### config.mk
export PLATFORM = sky130hd
export DESIGN_NAME = eth_tx_pkt_ingress_fifo
export DESIGN_NICKNAME = d
export VERILOG_FILES = /design/src/rtl/eth_tx_pkt_ingress_fifo.sv
export SDC_FILE = /design/constraint.sdc
export NUM_CORES = 1
export LEC_CHECK = 0
export BUFFER_PORTS_ARGS = -buffer_cell sky130_fd_sc_hd__buf_2
export CORE_AREA = 2 2 267 374
export CTS_CLUSTER_DIAMETER = 150
export DETAILED_ROUTE_END_ITERATION = 10
export DIE_AREA = 0 0 269 376
export MAX_ROUTING_LAYER = met4
export PLACE_DENSITY_LB_ADDON = 0.15
export SYNTH_ARGS = -nofsm -noshare
export SYNTH_HDL_FRONTEND = slang
export SYNTH_SLANG_ARGS = --single-unit
export TNS_END_PERCENT = 20
### constraint.sdc
create_clock -name clk156m25 -period 7.7 [get_ports clk156m25]
set_input_delay 0.77 -clock clk156m25 [delete_from_list [all_inputs] [get_ports clk156m25]]
set_output_delay 0.77 -clock clk156m25 [all_outputs]
set_load 0.03 [all_outputs]
### src/rtl/eth_tx_pkt_ingress_fifo.sv
// Ingress buffer for the 10G MAC transmit packet interface: framing check,
// first-word-fall-through FIFO with a reserved termination slot, and counters.
module eth_tx_pkt_ingress_fifo #(
    parameter int DEPTH       = 16,
    parameter int FULL_MARGIN = 4,
    parameter int DATA_W      = 64
) (
    input  logic              clk156m25,
    input  logic              reset_156m25_n,
    input  logic [DATA_W-1:0] pkt_tx_data,
    input  logic              pkt_tx_sop,
    input  logic              pkt_tx_eop,
    input  logic [2:0]        pkt_tx_mod,
    input  logic              pkt_tx_val,
    output logic              pkt_tx_full,
    output logic [DATA_W-1:0] out_data,
    output logic              out_sop,
    output logic              out_eop,
    output logic [2:0]        out_mod,
    output logic              out_err,
    output logic              out_valid,
    input  logic              out_ready,
    output logic              framing_err,
    output logic              overflow,
    output logic [15:0]       pkt_count,
    output logic [15:0]       err_count
);

    localparam int AW      = $clog2(DEPTH);
    localparam int CW      = AW + 1;
    localparam int ENTRY_W = DATA_W + 6;
    localparam logic [CW-1:0] SPACE_LIM = CW'(DEPTH - 1);
    localparam logic [CW-1:0] FULL_LIM  = CW'(DEPTH - 1 - FULL_MARGIN);

    typedef enum logic [1:0] {IDLE, IN_PKT, DROP} state_t;

    state_t              state, state_next;
    logic [ENTRY_W-1:0]  mem [DEPTH];
    logic [AW-1:0]       wr_ptr, rd_ptr;
    logic [CW-1:0]       count, count_next;
    logic                space, push, push_term, push_any, pop;
    logic                fe_next, ov_next;
    logic [ENTRY_W-1:0]  wr_entry, head;

    function automatic logic [15:0] sat_inc(input logic [15:0] v);
        return (v == 16'hFFFF) ? v : v + 16'd1;
    endfunction

    assign space    = (count < SPACE_LIM);
    assign push_any = push | push_term;
    assign pop      = out_valid & out_ready;
    assign wr_entry = push_term ? {{DATA_W{1'b0}}, 1'b0, 1'b1, 3'd0, 1'b1}
                                : {pkt_tx_data, pkt_tx_sop, pkt_tx_eop, pkt_tx_mod, 1'b0};

    // Framing decision for the word presented this cycle
    always_comb begin
        state_next = state;
        push       = 1'b0;
        push_term  = 1'b0;
        fe_next    = 1'b0;
        ov_next    = 1'b0;
        if (pkt_tx_val) begin
            case (state)
                IDLE: begin
                    if (!pkt_tx_sop) begin
                        fe_next = 1'b1;
                        if (!pkt_tx_eop) state_next = DROP;
                    end else if (space) begin
                        push = 1'b1;
                        if (!pkt_tx_eop) state_next = IN_PKT;
                    end else begin
                        ov_next = 1'b1;
                        if (!pkt_tx_eop) state_next = DROP;
                    end
                end
                IN_PKT: begin
                    if (pkt_tx_sop) begin
                        push_term  = 1'b1;
                        fe_next    = 1'b1;
                        state_next = pkt_tx_eop ? IDLE : DROP;
                    end else if (space) begin
                        push = 1'b1;
                        if (pkt_tx_eop) state_next = IDLE;
                    end else begin
                        // The reserved last slot is always free while in a packet
                        push_term  = 1'b1;
                        ov_next    = 1'b1;
                        state_next = pkt_tx_eop ? IDLE : DROP;
                    end
                end
                DROP: begin
                    if (pkt_tx_eop) state_next = IDLE;
                end
                default: state_next = IDLE;
            endcase
        end
    end

    always_comb begin
        count_next = count;
        case ({push_any, pop})
            2'b10:   count_next = count + CW'(1);
            2'b01:   count_next = count - CW'(1);
            default: count_next = count;
        endcase
    end

    always_ff @(posedge clk156m25 or negedge reset_156m25_n) begin
        if (!reset_156m25_n) begin
            state       <= IDLE;
            wr_ptr      <= '0;
            rd_ptr      <= '0;
            count       <= '0;
            pkt_tx_full <= 1'b0;
            framing_err <= 1'b0;
            overflow    <= 1'b0;
            pkt_count   <= '0;
            err_count   <= '0;
        end else begin
            state       <= state_next;
            count       <= count_next;
            pkt_tx_full <= (count_next >= FULL_LIM);
            framing_err <= fe_next;
            overflow    <= ov_next;
            if (push_any) wr_ptr <= wr_ptr + AW'(1);
            if (pop)      rd_ptr <= rd_ptr + AW'(1);
            if (push && pkt_tx_eop)  pkt_count <= sat_inc(pkt_count);
            if (fe_next || ov_next)  err_count <= sat_inc(err_count);
        end
    end

    // Storage carries data only; emptiness is tracked by count
    always_ff @(posedge clk156m25) begin
        if (push_any) mem[wr_ptr] <= wr_entry;
    end

    assign head      = mem[rd_ptr];
    assign out_valid = (count != '0);
    assign out_data  = out_valid ? head[ENTRY_W-1:6] : '0;
    assign out_sop   = out_valid & head[5];
    assign out_eop   = out_valid & head[4];
    assign out_mod   = out_valid ? head[3:1] : 3'd0;
    assign out_err   = out_valid & head[0];

endmodule

After elaboration in Yosys (flattened, before gate mapping)
Memory sizes are Yosys's and may differ from the RTL's.
Index checks and enable logic that the tools add are counted.
{"block": "totals", "ff_bits": 50, "ram_bits": 1120, "n_memories": 1, "wordCells": 71, "out_inout_bits": 106, "inputBits": 73}
{"memory": "mem", "depth": 16, "width": 70, "read_ports": 1, "rd_clocked_by_memory_dff": 0, "write_ports": 1, "line_no": "38", "text": "logic [ENTRY_W-1:0] mem [DEPTH];"}
{"block": "op_classes", "bitwise_logic": 7, "muxes": 32, "addsub": 6, "n_reduce_logical": 7, "magnitude_cmp": 2, "n_eq_ne": 7}
{"cell": "two-way mux 70 bit", "count": 1}
{"cell": "two-way mux 64 bit", "count": 1}
{"cell": "adder 16 x 1 -> 16 bit, second input constant", "count": 2}
{"cell": "== test 16 bit, second input constant", "count": 2}
{"cell": "two-way mux 1 bit", "count": 16}
{"cell": "two-way mux 2 bit", "count": 8}
{"cell": "one-hot mux 5 bit (2 select lines)", "count": 1}
{"cell": "adder 4 x 1 -> 4 bit, second input constant", "count": 2}
{"cell": "one-hot mux 1 bit (2 select lines)", "count": 3}
{"cell": "one-hot mux 2 bit (3 select lines)", "count": 1}
{"cell": "AND reduction 2 bit", "count": 3}
{"cell": "adder 5 x 1 -> 5 bit, second input constant", "count": 1}
{"cell": "greater-or-equal comparator 5 x 4 -> 1 bit, second input constant", "count": 1}
{"cell": "less-than comparator 5 x 4 -> 1 bit, second input constant", "count": 1}
{"cell": "nonzero test 5 bit", "count": 1}
{"cell": "subtractor 5 x 1 -> 5 bit, second input constant", "count": 1}
{"cell": "bitwise AND 1 bit", "count": 4}
{"cell": "== test 2 x 1 -> 1 bit, second input constant", "count": 2}
{"cell": "== test 2 bit, second input constant", "count": 2}
{"cell": "!= test 4 bit, second input constant", "count": 1}
{"cell": "two-way mux 3 bit", "count": 1}
{"cell": "logical NOT 2 bit", "count": 1}
{"cell": "NOT 1 bit", "count": 2}
{"cell": "logical AND 1 bit", "count": 1}
{"cell": "other kinds (2)", "count": 2}

Longest topological paths before layout
Gate-level depths: netlist of run 1.
{"block": "depth", "word_depth": 9, "mapped_depth": 15, "mapped_depth_nobuf": 12}

Least setup slack after synthesis of run 1
No wires, ideal clock.
{"block": "synth_path", "path_kind": "input to register", "from": "input pkt_tx_val", "to": "memory mem[3][0] (netlist bit) (enable)", "path_stages": 4, "path_slack_ps": 935, "n_path_buf": 0, "arrival_time_ps": 6182, "setup_time_ps": 584, "cell_sequence": "nand2b_1 -> nor2_1 -> nand2_1 -> nor3_1"}
{"block": "synth_between", "elab_chain_cells": 4}
{"item": "from (decl)", "line_no": "14", "text": "input logic pkt_tx_val,"}
{"item": "two-way mux 1 bit", "line_no": "62", "text": "if (pkt_tx_val) begin"}
{"item": "bitwise OR 1 bit (*)", "line_no": "50", "text": "assign push_any = push | push_term;"}
{"item": "two-way mux 1 bit (*)", "line_no": "134", "text": "if (push_any) mem[wr_ptr] <= wr_entry;"}
{"item": "two-way mux 1 bit (implied by the code) (*)", "line_no": "134"}
{"item": "to (decl)", "line_no": "38"}
Every way passes the cells marked *; elsewhere a longest branch is shown, timed or not.

Worst setup path after layout of run 1
{"block": "layout_path", "from": "register rd_ptr[2]", "to": "output out_sop"}
{"block": "layout_between", "elab_chain_cells": 2}
{"item": "from (decl)", "line_no": "39", "text": "logic [AW-1:0] wr_ptr, rd_ptr;"}
{"item": "from (signal assigned)", "line_no": "126", "text": "if (pop) rd_ptr <= rd_ptr + AW'(1);"}
{"item": "memory read (16 x 70 bit)"}
{"item": "bitwise AND 1 bit", "line_no": "140", "text": "assign out_sop = out_valid & head[5];"}
{"item": "to (decl)", "line_no": "17", "text": "output logic out_sop,"}
Every way passes these cells.

==> results of run 1 <==
==> metrics by stage <==
step,hold slack (ps),worst slack (ps)
3_5_place_dp,488,3490
5_1_grt,241,2600
6_report,193,2850
3_3_place_gp,480,3510
2_1_floorplan,474,935
4_1_cts,198,2730
==> worst max-delay path, cell delays in order, from the launching register on <==
cell and delay (ps):
dfrtp_4 1120, buf_4 900, mux4_2 430, mux4_2 540
and2_1 190, buf_2 170
==> how the worst max path moves through the flow <==
stage                from           end
3_5_place_dp    rd_ptr[0]  out_data[44]
2_1_floorplan  pkt_tx_val     mem[3][0]
3_3_place_gp    rd_ptr[0]  out_data[37]
5_1_grt         rd_ptr[0]  out_data[37]
6_report        rd_ptr[2]       out_sop
4_1_cts         rd_ptr[0]  out_data[44]
==> state kept, by name, indices dropped and copies added (netlist names) <==
signal	flops
mem	1120
err_count	16
pkt_count	16
count	5
rd_ptr	4
wr_ptr	4
state	2
framing_err	1
overflow	1
pkt_tx_full	1
==> layer usage <==
layer  vias to the layer above  share of wire, %  routed length, um  track usage [%]
met3                       136               5.3               5470             2.50
met4                         0               2.0               2030             5.60
met2                       604                51              52800             35.0
met1                     11300                41              42700             29.0
met5                         -                 0                  0                -
li1                       8661                 -                  -                -
==> area by class of cell <==
class / instances / area [um2] / area share (%)
antenna: 2 / 5.00 / 0.00976
clock buffer: 140 / 2850 / 5.56
clock inverter: 50 / 367 / 0.715
inverter: 6 / 22.5 / 0.0439
multi-input combinational: 674 / 10200 / 19.9
sequential: 1170 / 34900 / 68.1
tap: 1311 / 1640 / 3.20
timing repair buffer: 220 / 1270 / 2.47
==> cell usage in the layout (no fill, tap or decap), types with 5 or more instances in the layout <==
master	Yosys	routed
edfxtp_1	1120	1120
mux4_2	328	328
buf_2	4	178
and2_1	141	141
clkbuf_16	0	108
dfrtp_1	50	46
buf_4	17	37
xnor2_1	29	29
clkbuf_1	50	29
nand2_1	26	26
mux4_1	22	22
clkinv_1	0	19
clkinv_2	0	16
nand4_1	14	14
xor2_1	13	13
nor2_4	0	12
ha_1	10	10
and3_1	9	9
a21oi_1	7	7
nor2_1	19	7
nand3_1	7	7
inv_1	6	6
nand2b_1	6	6
nor3_2	1	5
buf_12	1	5
==> kinds of logic after synthesis <==
kind of cell / Yosys count
AOI/OAI and AO/OA: 26
xor gates and xnor gates: 42
adders and majority gates: 10
buffers and inverters: 107
DFF: 1170
muxes: 353
and+or+nand+nor: 243
==> power by group through the flow <==
stage               registers (mW)  logic [mW]  clock network, mW
floorplan                     7.44        4.26                  0
global placement              7.69        5.39                  0
detailed placement            7.70        5.42                  0
CTS                           7.57        5.43               5.09
global route                  7.59        5.65               5.32
finish                        7.56        5.30               4.98
==> run_summary.xml, run 1 <==
<?xml version="1.0" encoding="UTF-8"?>
<metrics>
  <group name="floorplanning">
    <metric name="die_area" unit="um2">101000</metric>
    <metric name="die_y" unit="um">376</metric>
    <metric name="die_w" unit="um">269</metric>
    <metric name="core_area" unit="um2">97800</metric>
    <metric name="initial_core_util" unit="%">46.6</metric>
    <metric name="core.rowCount" unit="">136</metric>
    <metric name="ioPinCount" unit="">179</metric>
  </group>
  <group name="grt">
    <metric name="grt_max_degree" unit="">153</metric>
    <metric name="number_of_antenna_violations_at_the_first_check_in_global_routing" unit="">9</metric>
    <metric name="via_count_of_the_first_global_routing_pass" unit="">22100</metric>
    <metric name="grt_remaining_overflow" unit="">0</metric>
    <metric name="grt_usage" unit="%">21.5</metric>
    <metric name="first_pass_grt_wire_length" unit="mm">150</metric>
  </group>
  <group name="placed_design">
    <metric name="place.gp.congestion" unit="">0.738</metric>
    <metric name="place_hpwl" unit="mm">49.7</metric>
    <metric name="io_buffer_count" unit="">178</metric>
    <metric name="place_inst" unit="">3381</metric>
    <metric name="post_dp_cell_area" unit="um2">48000</metric>
  </group>
  <group name="worst_setup_path">
    <metric name="r2r_start" unit="">count[0]</metric>
    <metric name="critical_path_peak_fanout" unit="">67</metric>
    <metric name="timing.critical_path.required" unit="ps">6930</metric>
    <metric name="worst_r2r_endpoint" unit="">mem[7][41]</metric>
    <metric name="timing.reg2reg.setup_slack" unit="ps">3760</metric>
    <metric name="setup.worst_path.start_class" unit="">register</metric>
    <metric name="setup.worst_path.class" unit="">reg -&gt; out</metric>
    <metric name="arrival" unit="ps">4080</metric>
    <metric name="timing.reg2reg.worst_path_depth" unit="">7</metric>
    <metric name="cp-end-kind" unit="">primary output</metric>
  </group>
  <group name="yosys">
    <metric name="synth_fp_nets" unit="">2034</metric>
    <metric name="synth_top_family_by_area" unit="">multiplexers</metric>
    <metric name="mappedNetlistArea" unit="um2">45600</metric>
    <metric name="post_synth_and_or_nand_nor_area_fraction" unit="%">3.10</metric>
    <metric name="synth_enable_flop_cells" unit="">1120</metric>
    <metric name="synth.yosys.seq_area_share" unit="%">76.5</metric>
    <metric name="synthesized_area_fraction_occupied_by_ao_oa_aoi_and_oai_cells" unit="%">0.415</metric>
    <metric name="postSynthAreaPerCell" unit="um2">23.4</metric>
    <metric name="synth-seq-cells" unit="">1170</metric>
    <metric name="post_synth_main_area_contributors" unit="">edfxtp_1 (74%), mux4_2 (16%), dfrtp_1 (2.7%)</metric>
    <metric name="synthXorXnorAreaFrac" unit="%">0.807</metric>
    <metric name="yosysMostFrequentCell" unit="">edfxtp_1</metric>
    <metric name="synth_fa_ha_area_share" unit="%">0.275</metric>
    <metric name="synthArstFlopShare" unit="%">4.27</metric>
    <metric name="synth_largest_area_cell" unit="">edfxtp_1</metric>
    <metric name="post-synth-top-area-fraction" unit="%">73.8</metric>
    <metric name="yosys_warnings" unit="">0</metric>
    <metric name="synthMuxAreaShare" unit="%">17.5</metric>
    <metric name="ys_top_cells_by_count" unit="">edfxtp_1 (1120), mux4_2 (328), and2_1 (141), clkbuf_1 (50), dfrtp_1 (50)</metric>
    <metric name="ys.flop_type" unit="">edfxtp_1</metric>
    <metric name="synthDistinctLibCells" unit="">47</metric>
    <metric name="synthesis.instances" unit="">1951</metric>
  </group>
  <group name="clock_tree">
    <metric name="post_cts_resize_count" unit="">0</metric>
    <metric name="htree_num_levels" unit="">3</metric>
    <metric name="clock_insertion_delay_worst_skew" unit="ps">690</metric>
    <metric name="numCtsBuffers" unit="">105</metric>
    <metric name="cts_tree" unit="">yes</metric>
    <metric name="cts_buffer_depth" unit="">3</metric>
    <metric name="clock-sinks" unit="">1170</metric>
    <metric name="cts.reportedPaths.clkPinSlew" unit="ps">70</metric>
    <metric name="clock_tree.root_cell" unit="">clkbuf_16</metric>
    <metric name="cts_hold_buffers" unit="">0</metric>
    <metric name="postcts_setup_bufs" unit="">0</metric>
  </group>
  <group name="power">
    <metric name="finalPower" unit="mW">17.8</metric>
    <metric name="share_seq_of_total_power" unit="%">42.4</metric>
    <metric name="share_clk_of_total_power" unit="%">27.9</metric>
    <metric name="ir_worst_vdd" unit="V">0.000291</metric>
    <metric name="internal_power" unit="mW">12.4</metric>
    <metric name="power_switching_share" unit="%">30.6</metric>
    <metric name="power.leakage" unit="nW">16.4</metric>
    <metric name="switchingPower" unit="mW">5.45</metric>
    <metric name="pwr_density_cell" unit="nW/um2">348</metric>
    <metric name="p_comb_share" unit="%">29.7</metric>
  </group>
  <group name="cells_and_area">
    <metric name="stdcell_count" unit="">3573</metric>
    <metric name="design.final.nets" unit="">2260</metric>
    <metric name="area_growth_syn_to_layout" unit="%">12.5</metric>
    <metric name="finalCoreUtilization" unit="%">52.4</metric>
    <metric name="fin_area" unit="um2">51300</metric>
    <metric name="layout-drive-gt1-share" unit="%">31.7</metric>
    <metric name="final.fill_count" unit="">7516</metric>
  </group>
  <group name="drt">
    <metric name="dr_total_vias" unit="">20700</metric>
    <metric name="drt_pre_antenna_iters" unit="">5</metric>
    <metric name="dr.first_iter.drc_count" unit="">1952</metric>
    <metric name="route.antenna.remaining_nets" unit="">0</metric>
    <metric name="remaining_drcs" unit="">0</metric>
    <metric name="avgRoutedWirePerCell" unit="um">28.8</metric>
    <metric name="drt_wirelength" unit="mm">103</metric>
    <metric name="post_drt_via_cell_ratio" unit="">5.80</metric>
  </group>
  <group name="timing">
    <metric name="final_number_of_hold_violating_endpoints" unit="">0</metric>
    <metric name="rsz_0062_raised_after_global_routing" unit="">no</metric>
    <metric name="setup_viol" unit="">0</metric>
    <metric name="timing.final.crit_share" unit="%">63.1</metric>
    <metric name="setup_total_negative_slack" unit="ps">0</metric>
    <metric name="finalCriticalPeriod" unit="ps">4850</metric>
    <metric name="worst_slew_margin_rel" unit="%">17.6</metric>
    <metric name="finalClockSkew" unit="ps">14.5</metric>
    <metric name="achievable-frequency" unit="GHz">0.206</metric>
    <metric name="slew_viol_final" unit="">0</metric>
    <metric name="worst_slew_pin_slew" unit="ps">1230</metric>
  </group>
  <group name="min_path">
    <metric name="worstHoldPathType" unit="">in -&gt; async</metric>
  </group>
  <group name="job">
    <metric name="cap_viol_max_count" unit="">0</metric>
  </group>
  <group name="outcome">
    <metric name="run_status" unit="">finished clean</metric>
  </group>
</metrics>
No activity file was read; power rests on OpenSTA's default activity.
==> inputs of run 2 (changes only) <==
--- a/config.mk
+++ b/config.mk
@@ -5,11 +5,12 @@
 export SDC_FILE = /design/constraint.sdc
 export NUM_CORES = 1
 export LEC_CHECK = 0
+export ABC_AREA = 1
 export BUFFER_PORTS_ARGS = -buffer_cell sky130_fd_sc_hd__buf_2
-export CORE_AREA = 2 2 267 374
+export CORE_AREA = 2 2 273 383
 export CTS_CLUSTER_DIAMETER = 150
 export DETAILED_ROUTE_END_ITERATION = 10
-export DIE_AREA = 0 0 269 376
+export DIE_AREA = 0 0 275 385
 export MAX_ROUTING_LAYER = met4
 export PLACE_DENSITY_LB_ADDON = 0.15
 export SYNTH_ARGS = -nofsm -noshare
==> constraint.sdc (replaced) <==
create_clock -name clk156m25 -period 4.68 [get_ports clk156m25]
set_input_delay 0.468 -clock clk156m25 [delete_from_list [all_inputs] [get_ports clk156m25]]
set_output_delay 0.468 -clock clk156m25 [all_outputs]
set_load 0.03 [all_outputs]
==> run 2 against run 1 <==
Compared with the run above: non-clock buffer count up 31; critical path depth is 1 higher; clock-buffer cell count stayed put; design area increased by 4.7%; first-iteration DRC count up 41%; clock power is 77% higher; clock skew rose by 14 ps; power increased by 90%; worst hold slack got worse by 130 ps; critical path type unchanged; critical endpoint is now out_mod[0]; largest power group unchanged.
==> run_summary.xml, run 2 <==
<?xml version="1.0" encoding="UTF-8"?>
<metrics>
  <group name="drt">
    <metric name="remaining_drcs" unit="">0</metric>
    <metric name="route.antenna.remaining_nets" unit="">0</metric>
    <metric name="post_drt_via_cell_ratio" unit="">5.61</metric>
    <metric name="drt_pre_antenna_iters" unit="">5</metric>
    <metric name="dr.first_iter.drc_count" unit="">2762</metric>
    <metric name="dr_total_vias" unit="">30500</metric>
    <metric name="drt_wirelength" unit="mm">126</metric>
    <metric name="avgRoutedWirePerCell" unit="um">23.1</metric>
  </group>
  <group name="grt">
    <metric name="grt_usage" unit="%">24.6</metric>
    <metric name="groute.layer.met2.usage" unit="%">40.6</metric>
    <metric name="number_of_antenna_violations_at_the_first_check_in_global_routing" unit="">2</metric>
    <metric name="first_pass_grt_wire_length" unit="mm">189</metric>
    <metric name="groute.layer.met3.usage" unit="%">3.53</metric>
    <metric name="grt_busiest_layer" unit="">met2</metric>
    <metric name="grtUsageMet1" unit="%">31.2</metric>
    <metric name="via_count_of_the_first_global_routing_pass" unit="">30000</metric>
    <metric name="grt_remaining_overflow" unit="">0</metric>
    <metric name="grt_max_degree" unit="">218</metric>
  </group>
  <group name="timing">
    <metric name="worst_slew_pin_slew" unit="ps">1220</metric>
    <metric name="timing.final.crit_share" unit="%">92.1</metric>
    <metric name="final_critical_path_setup_slack" unit="ps">370</metric>
    <metric name="final_number_of_hold_violating_endpoints" unit="">0</metric>
    <metric name="achievable-frequency" unit="GHz">0.232</metric>
    <metric name="slew_viol_final" unit="">0</metric>
    <metric name="worst_slew_margin_rel" unit="%">18.3</metric>
    <metric name="finalCriticalPeriod" unit="ps">4310</metric>
    <metric name="setup_viol" unit="">0</metric>
    <metric name="rsz_0062_raised_after_global_routing" unit="">no</metric>
    <metric name="finalClockSkew" unit="ps">28.1</metric>
  </group>
  <group name="power">
    <metric name="power.leakage" unit="nW">18.3</metric>
    <metric name="p_comb_share" unit="%">36.3</metric>
    <metric name="share_clk_of_total_power" unit="%">26.0</metric>
    <metric name="share_seq_of_total_power" unit="%">37.7</metric>
    <metric name="power_switching_share" unit="%">39.4</metric>
    <metric name="switchingPower" unit="mW">13.3</metric>
    <metric name="internal_power" unit="mW">20.5</metric>
    <metric name="pwr_density_cell" unit="nW/um2">630</metric>
    <metric name="ir_worst_vdd" unit="V">0.000464</metric>
  </group>
  <group name="clock_tree">
    <metric name="clock-sinks" unit="">1170</metric>
    <metric name="htree_num_levels" unit="">3</metric>
    <metric name="post_cts_resize_count" unit="">0</metric>
    <metric name="numCtsBuffers" unit="">111</metric>
    <metric name="postcts_setup_bufs" unit="">0</metric>
    <metric name="cts_buffer_depth" unit="">3</metric>
    <metric name="clock_insertion_delay_worst_skew" unit="ps">720</metric>
    <metric name="clock_tree.root_cell" unit="">clkbuf_16</metric>
    <metric name="cts.reportedPaths.clkPinSlew" unit="ps">60</metric>
    <metric name="cts_tree" unit="">yes</metric>
  </group>
  <group name="floorplanning">
    <metric name="die_y" unit="um">385</metric>
    <metric name="core.rowCount" unit="">139</metric>
    <metric name="die_w" unit="um">275</metric>
    <metric name="core_area" unit="um2">102000</metric>
    <metric name="initial_core_util" unit="%">46.8</metric>
    <metric name="die_area" unit="um2">106000</metric>
    <metric name="ioPinCount" unit="">179</metric>
  </group>
  <group name="yosys">
    <metric name="post_synth_main_area_contributors" unit="">edfxtp_1 (70%), nor2_1 (6.9%), o211ai_1 (3.8%)</metric>
    <metric name="synthXorXnorAreaFrac" unit="%">0.601</metric>
    <metric name="yosys_warnings" unit="">0</metric>
    <metric name="synth_top_family_by_area" unit="">simple AND/OR/NAND/NOR gates</metric>
    <metric name="synthesis.instances" unit="">3892</metric>
    <metric name="synthDistinctLibCells" unit="">38</metric>
    <metric name="synth_fp_nets" unit="">3975</metric>
    <metric name="post_synth_and_or_nand_nor_area_fraction" unit="%">11.2</metric>
    <metric name="synth-seq-cells" unit="">1170</metric>
    <metric name="ys_top_cells_by_count" unit="">edfxtp_1 (1120), nor2_1 (881), o21ai_0 (329), nand2_1 (255), o21ai_1 (244)</metric>
    <metric name="mappedNetlistArea" unit="um2">47900</metric>
    <metric name="post-synth-top-area-fraction" unit="%">70.2</metric>
    <metric name="postSynthAreaPerCell" unit="um2">12.3</metric>
    <metric name="synth_largest_area_cell" unit="">edfxtp_1</metric>
    <metric name="synthesized_area_fraction_occupied_by_ao_oa_aoi_and_oai_cells" unit="%">11.1</metric>
    <metric name="ys.flop_type" unit="">edfxtp_1</metric>
    <metric name="synth_fa_ha_area_share" unit="%">0.261</metric>
    <metric name="synth_enable_flop_cells" unit="">1120</metric>
    <metric name="synth.yosys.seq_area_share" unit="%">72.9</metric>
    <metric name="yosysMostFrequentCell" unit="">edfxtp_1</metric>
    <metric name="synthArstFlopShare" unit="%">4.27</metric>
    <metric name="synthMuxAreaShare" unit="%">0</metric>
  </group>
  <group name="cells_and_area">
    <metric name="design.final.nets" unit="">4089</metric>
    <metric name="area_growth_syn_to_layout" unit="%">12.1</metric>
    <metric name="mostFrequentLayoutCells" unit="">edfxtp_1 (1120), nor2_1 (867), o21ai_0 (329)</metric>
    <metric name="flip_flop_count_of_the_largest_register_all_copies_and_words_added" unit="">1120</metric>
    <metric name="layout_commonest_cell" unit="">edfxtp_1</metric>
    <metric name="fin_area" unit="um2">53700</metric>
    <metric name="layout-drive-gt1-share" unit="%">11.1</metric>
    <metric name="top_register" unit="">mem</metric>
    <metric name="reg.largest.list" unit="">mem x1120, err_count x16, pkt_count x16</metric>
  </group>
  <group name="placed_design">
    <metric name="place_hpwl" unit="mm">65.6</metric>
    <metric name="place.gp.congestion" unit="">0.795</metric>
    <metric name="post-place-ws" unit="ps">1110</metric>
    <metric name="post_dp_cell_area" unit="um2">50100</metric>
    <metric name="io_buffer_count" unit="">178</metric>
  </group>
  <group name="worst_setup_path">
    <metric name="setup.worst_path.start_class" unit="">register</metric>
    <metric name="timing.critical_path.required" unit="ps">4210</metric>
    <metric name="cp-end-kind" unit="">primary output</metric>
    <metric name="arrival" unit="ps">3840</metric>
    <metric name="setup.worst_path.class" unit="">reg -&gt; out</metric>
    <metric name="critical_path_peak_fanout" unit="">93</metric>
  </group>
  <group name="min_path">
    <metric name="worstHoldPathType" unit="">in -&gt; reg</metric>
  </group>
  <group name="outcome">
    <metric name="run_status" unit="">finished clean</metric>
  </group>
  <group name="job">
    <metric name="cap_viol_max_count" unit="">0</metric>
  </group>
</metrics>
==> run 2: layout make-up <==
| cell class | count | area [um2] |
|---|---|---|
| inverter | 159 | 628 |
| multi-input combinational | 2313 | 11200 |
| clock inverter | 62 | 566 |
| clock buffer | 140 | 2970 |
| fill | 8740 | 48600 |
| timing repair buffer | 251 | 1730 |
| tap | 1339 | 1680 |
| antenna | 2 | 5.00 |
| sequential | 1170 | 34900 |
==> run 2: per-stage QoR <==
step	TNS [ps]	util [%]	instances	total power, mW	hold WS, ps
after floorplan	-252780	-	3892	21.5	172
after global placement	0	49.0	5231	25.3	512
after detailed placement	0	49.0	5231	25.4	516
after CTS	0	52.5	5434	34.2	16.1
after global routing	0	52.5	5435	35.7	75.9
final	0	52.5	5436	33.8	67.3
==> run 2: logic make-up after synthesis <==
family	after synthesis
AOI/OAI and AO/OA	933
xor gates and xnor gates	32
adders and majority gates	10
buffers and inverters	409
DFF	1170
and+or+nand+nor	1338
==> run 2: repair_timing <==
action                                  in CTS  in global routing
hold buffers                                 1                  0
endpoints found under the setup margin       0                  0
hold endpoints to repair                    33                  0
==> run 2: final timing paths <==
| path | slack, ps | end | depth (start not counted) | startpoint |
|---|---|---|---|---|
| max in group asynchronous | 3470 | rd_ptr[0] | 3 | reset_156m25_n |
| min in group asynchronous | 390 | err_count[4] | 2 | reset_156m25_n |
| setup / recovery | 370 | out_mod[0] | 6 | rd_ptr[1] |
| hold / removal | 70 | rd_ptr[0] | 3 | out_ready |
| hold reg to reg | 530 | err_count[4] | 2 | err_count[4] |
| setup reg to reg | 1200 | mem[15][33] | 9 | count[2] |
==> run 2: worst max-delay path, cell delays in order, from the launching register on <==
cell      delay [ps]
dfrtp_4          790
buf_4            850
o21ai_0          320
o211ai_1         250
nand3_1           90
a21oi_1          440
buf_2            310
==> run 2: power by group through the flow <==
stage,Combinational [mW],Sequential (mW),Clock (mW)
after floorplan,8.67,12.8,0
after global placement,12.3,13.0,0
after global routing,13.5,12.8,9.37
after CTS,12.4,12.8,8.97
after detailed placement,12.4,13.0,0
final,12.3,12.8,8.80
==> run 2: per-layer routing <==
layer  wire [um]  up-vias
met5           0        -
met1       52300    15300
li1            -    14200
met3        6510      191
met4        3730        0
met2       63100      831
==> inputs of run 3 (changes only) <==
--- a/config.mk
+++ b/config.mk
@@ -7,12 +7,14 @@
 export LEC_CHECK = 0
 export ABC_AREA = 1
 export BUFFER_PORTS_ARGS = -buffer_cell sky130_fd_sc_hd__buf_2
-export CORE_AREA = 2 2 273 383
+export CORE_AREA = 2 2 229 457
 export CTS_CLUSTER_DIAMETER = 150
+export CTS_CLUSTER_SIZE = 30
 export DETAILED_ROUTE_END_ITERATION = 10
-export DIE_AREA = 0 0 275 385
+export DIE_AREA = 0 0 231 459
 export MAX_ROUTING_LAYER = met4
 export PLACE_DENSITY_LB_ADDON = 0.15
+export REMOVE_ABC_BUFFERS = 1
 export SYNTH_ARGS = -nofsm -noshare
 export SYNTH_HDL_FRONTEND = slang
 export SYNTH_SLANG_ARGS = --single-unit
==> run 3 against run 2 <==
Compared with the run above: clock power shrank 45%; utilization is 2.5 points lower; die area up 0.15%; clock skew down 9.9 ps; via count is 1.9% lower; global-route usage fell by 0.82 points; setup slack improved by 400 ps; flip-flop and latch count is the same; sequential share of layout area increased by 2.9 points; worst hold slack improved by 58 ps; critical path depth stayed put; largest power group unchanged.
==> run_summary.xml, run 3 (synthesis gave the netlist of run 2 again) <==
<?xml version="1.0" encoding="UTF-8"?>
<metrics>
  <group name="timing">
    <metric name="setup_total_negative_slack" unit="ps">0</metric>
    <metric name="timing.final.crit_share" unit="%">83.7</metric>
    <metric name="rsz_0062_raised_after_global_routing" unit="">no</metric>
    <metric name="final_number_of_hold_violating_endpoints" unit="">0</metric>
    <metric name="finalClockSkew" unit="ps">18.2</metric>
    <metric name="slew_viol_final" unit="">0</metric>
    <metric name="achievable-frequency" unit="GHz">0.255</metric>
    <metric name="finalCriticalPeriod" unit="ps">3920</metric>
    <metric name="worst_slew_pin_slew" unit="ps">1140</metric>
    <metric name="final_critical_path_setup_slack" unit="ps">765</metric>
    <metric name="setup_viol" unit="">0</metric>
    <metric name="worst_slew_margin_rel" unit="%">24.0</metric>
  </group>
  <group name="floorplanning">
    <metric name="ioPinCount" unit="">179</metric>
    <metric name="core_area" unit="um2">103000</metric>
    <metric name="die_area" unit="um2">106000</metric>
    <metric name="core.rowCount" unit="">167</metric>
    <metric name="initial_core_util" unit="%">46.6</metric>
    <metric name="die_y" unit="um">459</metric>
    <metric name="die_w" unit="um">231</metric>
  </group>
  <group name="worst_setup_path">
    <metric name="cp-end-kind" unit="">primary output</metric>
    <metric name="setup.worst_path.class" unit="">reg -&gt; out</metric>
    <metric name="worst_r2r_endpoint" unit="">mem[6][35]</metric>
    <metric name="setup.worst_path.start_class" unit="">register</metric>
    <metric name="critical_path_peak_fanout" unit="">185</metric>
    <metric name="timing.critical_path.required" unit="ps">4210</metric>
    <metric name="crit_path_cell_trace" unit="">buf_12 -&gt; o21ai_0 -&gt; o211ai_1 -&gt; nand3_1 -&gt; a21oi_1 -&gt; buf_2</metric>
    <metric name="timing.reg2reg.setup_slack" unit="ps">1530</metric>
    <metric name="max_stage_delay" unit="ps">760</metric>
    <metric name="critical-path-slowest-cell" unit="">dfrtp_4</metric>
    <metric name="r2r_start" unit="">count[2]</metric>
    <metric name="timing.reg2reg.worst_path_depth" unit="">9</metric>
    <metric name="arrival" unit="ps">3450</metric>
  </group>
  <group name="power">
    <metric name="pwr_density_cell" unit="nW/um2">578</metric>
    <metric name="power.leakage" unit="nW">17.2</metric>
    <metric name="ir_worst_vdd" unit="V">0.000559</metric>
  </group>
  <group name="drt">
    <metric name="route.antenna.remaining_nets" unit="">0</metric>
    <metric name="dr.first_iter.drc_count" unit="">2999</metric>
    <metric name="post_drt_via_cell_ratio" unit="">5.64</metric>
    <metric name="remaining_drcs" unit="">0</metric>
    <metric name="drt_pre_antenna_iters" unit="">6</metric>
    <metric name="dr_total_vias" unit="">29900</metric>
    <metric name="avgRoutedWirePerCell" unit="um">23.1</metric>
    <metric name="drt_wirelength" unit="mm">122</metric>
  </group>
  <group name="clock_tree">
    <metric name="cts_hold_buffers" unit="">1</metric>
    <metric name="postcts_setup_bufs" unit="">0</metric>
    <metric name="numCtsBuffers" unit="">44</metric>
    <metric name="clock_insertion_delay_worst_skew" unit="ps">650</metric>
    <metric name="clock_tree.root_cell" unit="">clkbuf_16</metric>
    <metric name="cts_buffer_depth" unit="">3</metric>
    <metric name="post_cts_resize_count" unit="">0</metric>
    <metric name="htree_num_levels" unit="">2</metric>
    <metric name="cts_tree" unit="">yes</metric>
    <metric name="cts.reportedPaths.clkPinSlew" unit="ps">120</metric>
    <metric name="clock-sinks" unit="">1170</metric>
  </group>
  <group name="placed_design">
    <metric name="io_buffer_count" unit="">178</metric>
    <metric name="place_hpwl" unit="mm">59.6</metric>
    <metric name="post-place-ws" unit="ps">1550</metric>
    <metric name="place.gp.congestion" unit="">0.812</metric>
  </group>
  <group name="cells_and_area">
    <metric name="top_register" unit="">mem</metric>
    <metric name="flip_flop_count_of_the_largest_register_all_copies_and_words_added" unit="">1120</metric>
    <metric name="final.fill_count" unit="">9024</metric>
    <metric name="area_growth_syn_to_layout" unit="%">7.36</metric>
    <metric name="layout-drive-gt1-share" unit="%">8.73</metric>
    <metric name="design.final.nets" unit="">4018</metric>
    <metric name="layout_commonest_cell" unit="">edfxtp_1</metric>
    <metric name="reg.largest.list" unit="">mem x1120, err_count x16, pkt_count x16</metric>
    <metric name="mostFrequentLayoutCells" unit="">edfxtp_1 (1120), nor2_1 (867), o21ai_0 (329)</metric>
  </group>
  <group name="grt">
    <metric name="first_pass_grt_wire_length" unit="mm">184</metric>
    <metric name="grt_remaining_overflow" unit="">0</metric>
    <metric name="grt_max_degree" unit="">186</metric>
    <metric name="grt_usage" unit="%">23.7</metric>
    <metric name="number_of_antenna_violations_at_the_first_check_in_global_routing" unit="">2</metric>
    <metric name="via_count_of_the_first_global_routing_pass" unit="">28900</metric>
  </group>
  <group name="min_path">
    <metric name="worstHoldPathType" unit="">in -&gt; reg</metric>
    <metric name="hold_path_depth" unit="">3</metric>
    <metric name="hp-start" unit="">out_ready</metric>
    <metric name="min_delay_worst_endpoint" unit="">rd_ptr[0]</metric>
  </group>
  <group name="outcome">
    <metric name="run_status" unit="">finished clean</metric>
  </group>
  <group name="job">
    <metric name="cap_viol_max_count" unit="">0</metric>
  </group>
</metrics>
run 3: changes by cell type in the layout (fill, tap and decap cells not counted), sizes merged:
| cell | previous run | this run |
|---|---|---|
| clkbuf | 140 | 61 |
| clkinv | 47 | 0 |
| buf | 250 | 246 |
| bufinv | 8 | 0 |
| clkinvlp | 4 | 0 |
| inv | 162 | 161 |
run 3: worst max-delay path: cells and delay by family (launching register included):
| family | cells | cell delay (ps) |
|---|---|---|
| AOI/OAI and AO/OA | 3 | 840 |
| DFF | 1 | 760 |
| and+or+nand+nor | 1 | 90 |
| buffers and inverters | 2 | 810 |
run 3: through the flow:
step	cell area, um2	utilization (%)	hold slack, ps	cells	power [mW]
finish	51400	50.0	125	5306	29.7
global route	51400	50.0	120	5306	31.4
CTS	51400	50.0	84.8	5304	29.9
detailed placement	50200	48.8	512	5240	25.2
global placement	50200	48.8	501	5240	25.1
floorplan	46600	-	172	3642	19.8
run 3: report_power, final:
group          internal [mW]  leakage, nW  switching, mW
Sequential              12.2         10.7          0.372
Combinational           3.40         5.84           8.87
Clock                   1.80        0.583           3.05
run 3: how the worst max path moves through the flow:
| stage | from | end | slack [ps] | depth (start not counted) |
|---|---|---|---|---|
| 2_1_floorplan | rd_ptr[0] | out_data[10] | -13120 | 5 |
| 3_3_place_gp | rd_ptr[1] | out_data[21] | 1520 | 7 |
| 3_5_place_dp | rd_ptr[1] | out_data[21] | 1550 | 6 |
| 4_1_cts | rd_ptr[1] | out_data[21] | 810 | 6 |
| 5_1_grt | rd_ptr[1] | out_data[21] | 660 | 6 |
| 6_report | rd_ptr[1] | out_data[21] | 760 | 6 |
run 3: final cells by class:
cell class	instances	area [um2]	area share, %
sequential	1170	34900	67.9
multi-input combinational	2313	11200	21.8
timing repair buffer	247	1760	3.43
tap	1352	1690	3.29
clock buffer	61	1190	2.31
inverter	159	628	1.22
clock inverter	2	17.5	0.0341
antenna	2	5.00	0.00974
run 3: per-layer routing:
metal | GRT usage [%] | wire, um
met1 | 31.8 | 53300
met2 | 39.3 | 59800
met3 | 2.21 | 6410
met4 | 5.93 | 2820
met5 | - | 0
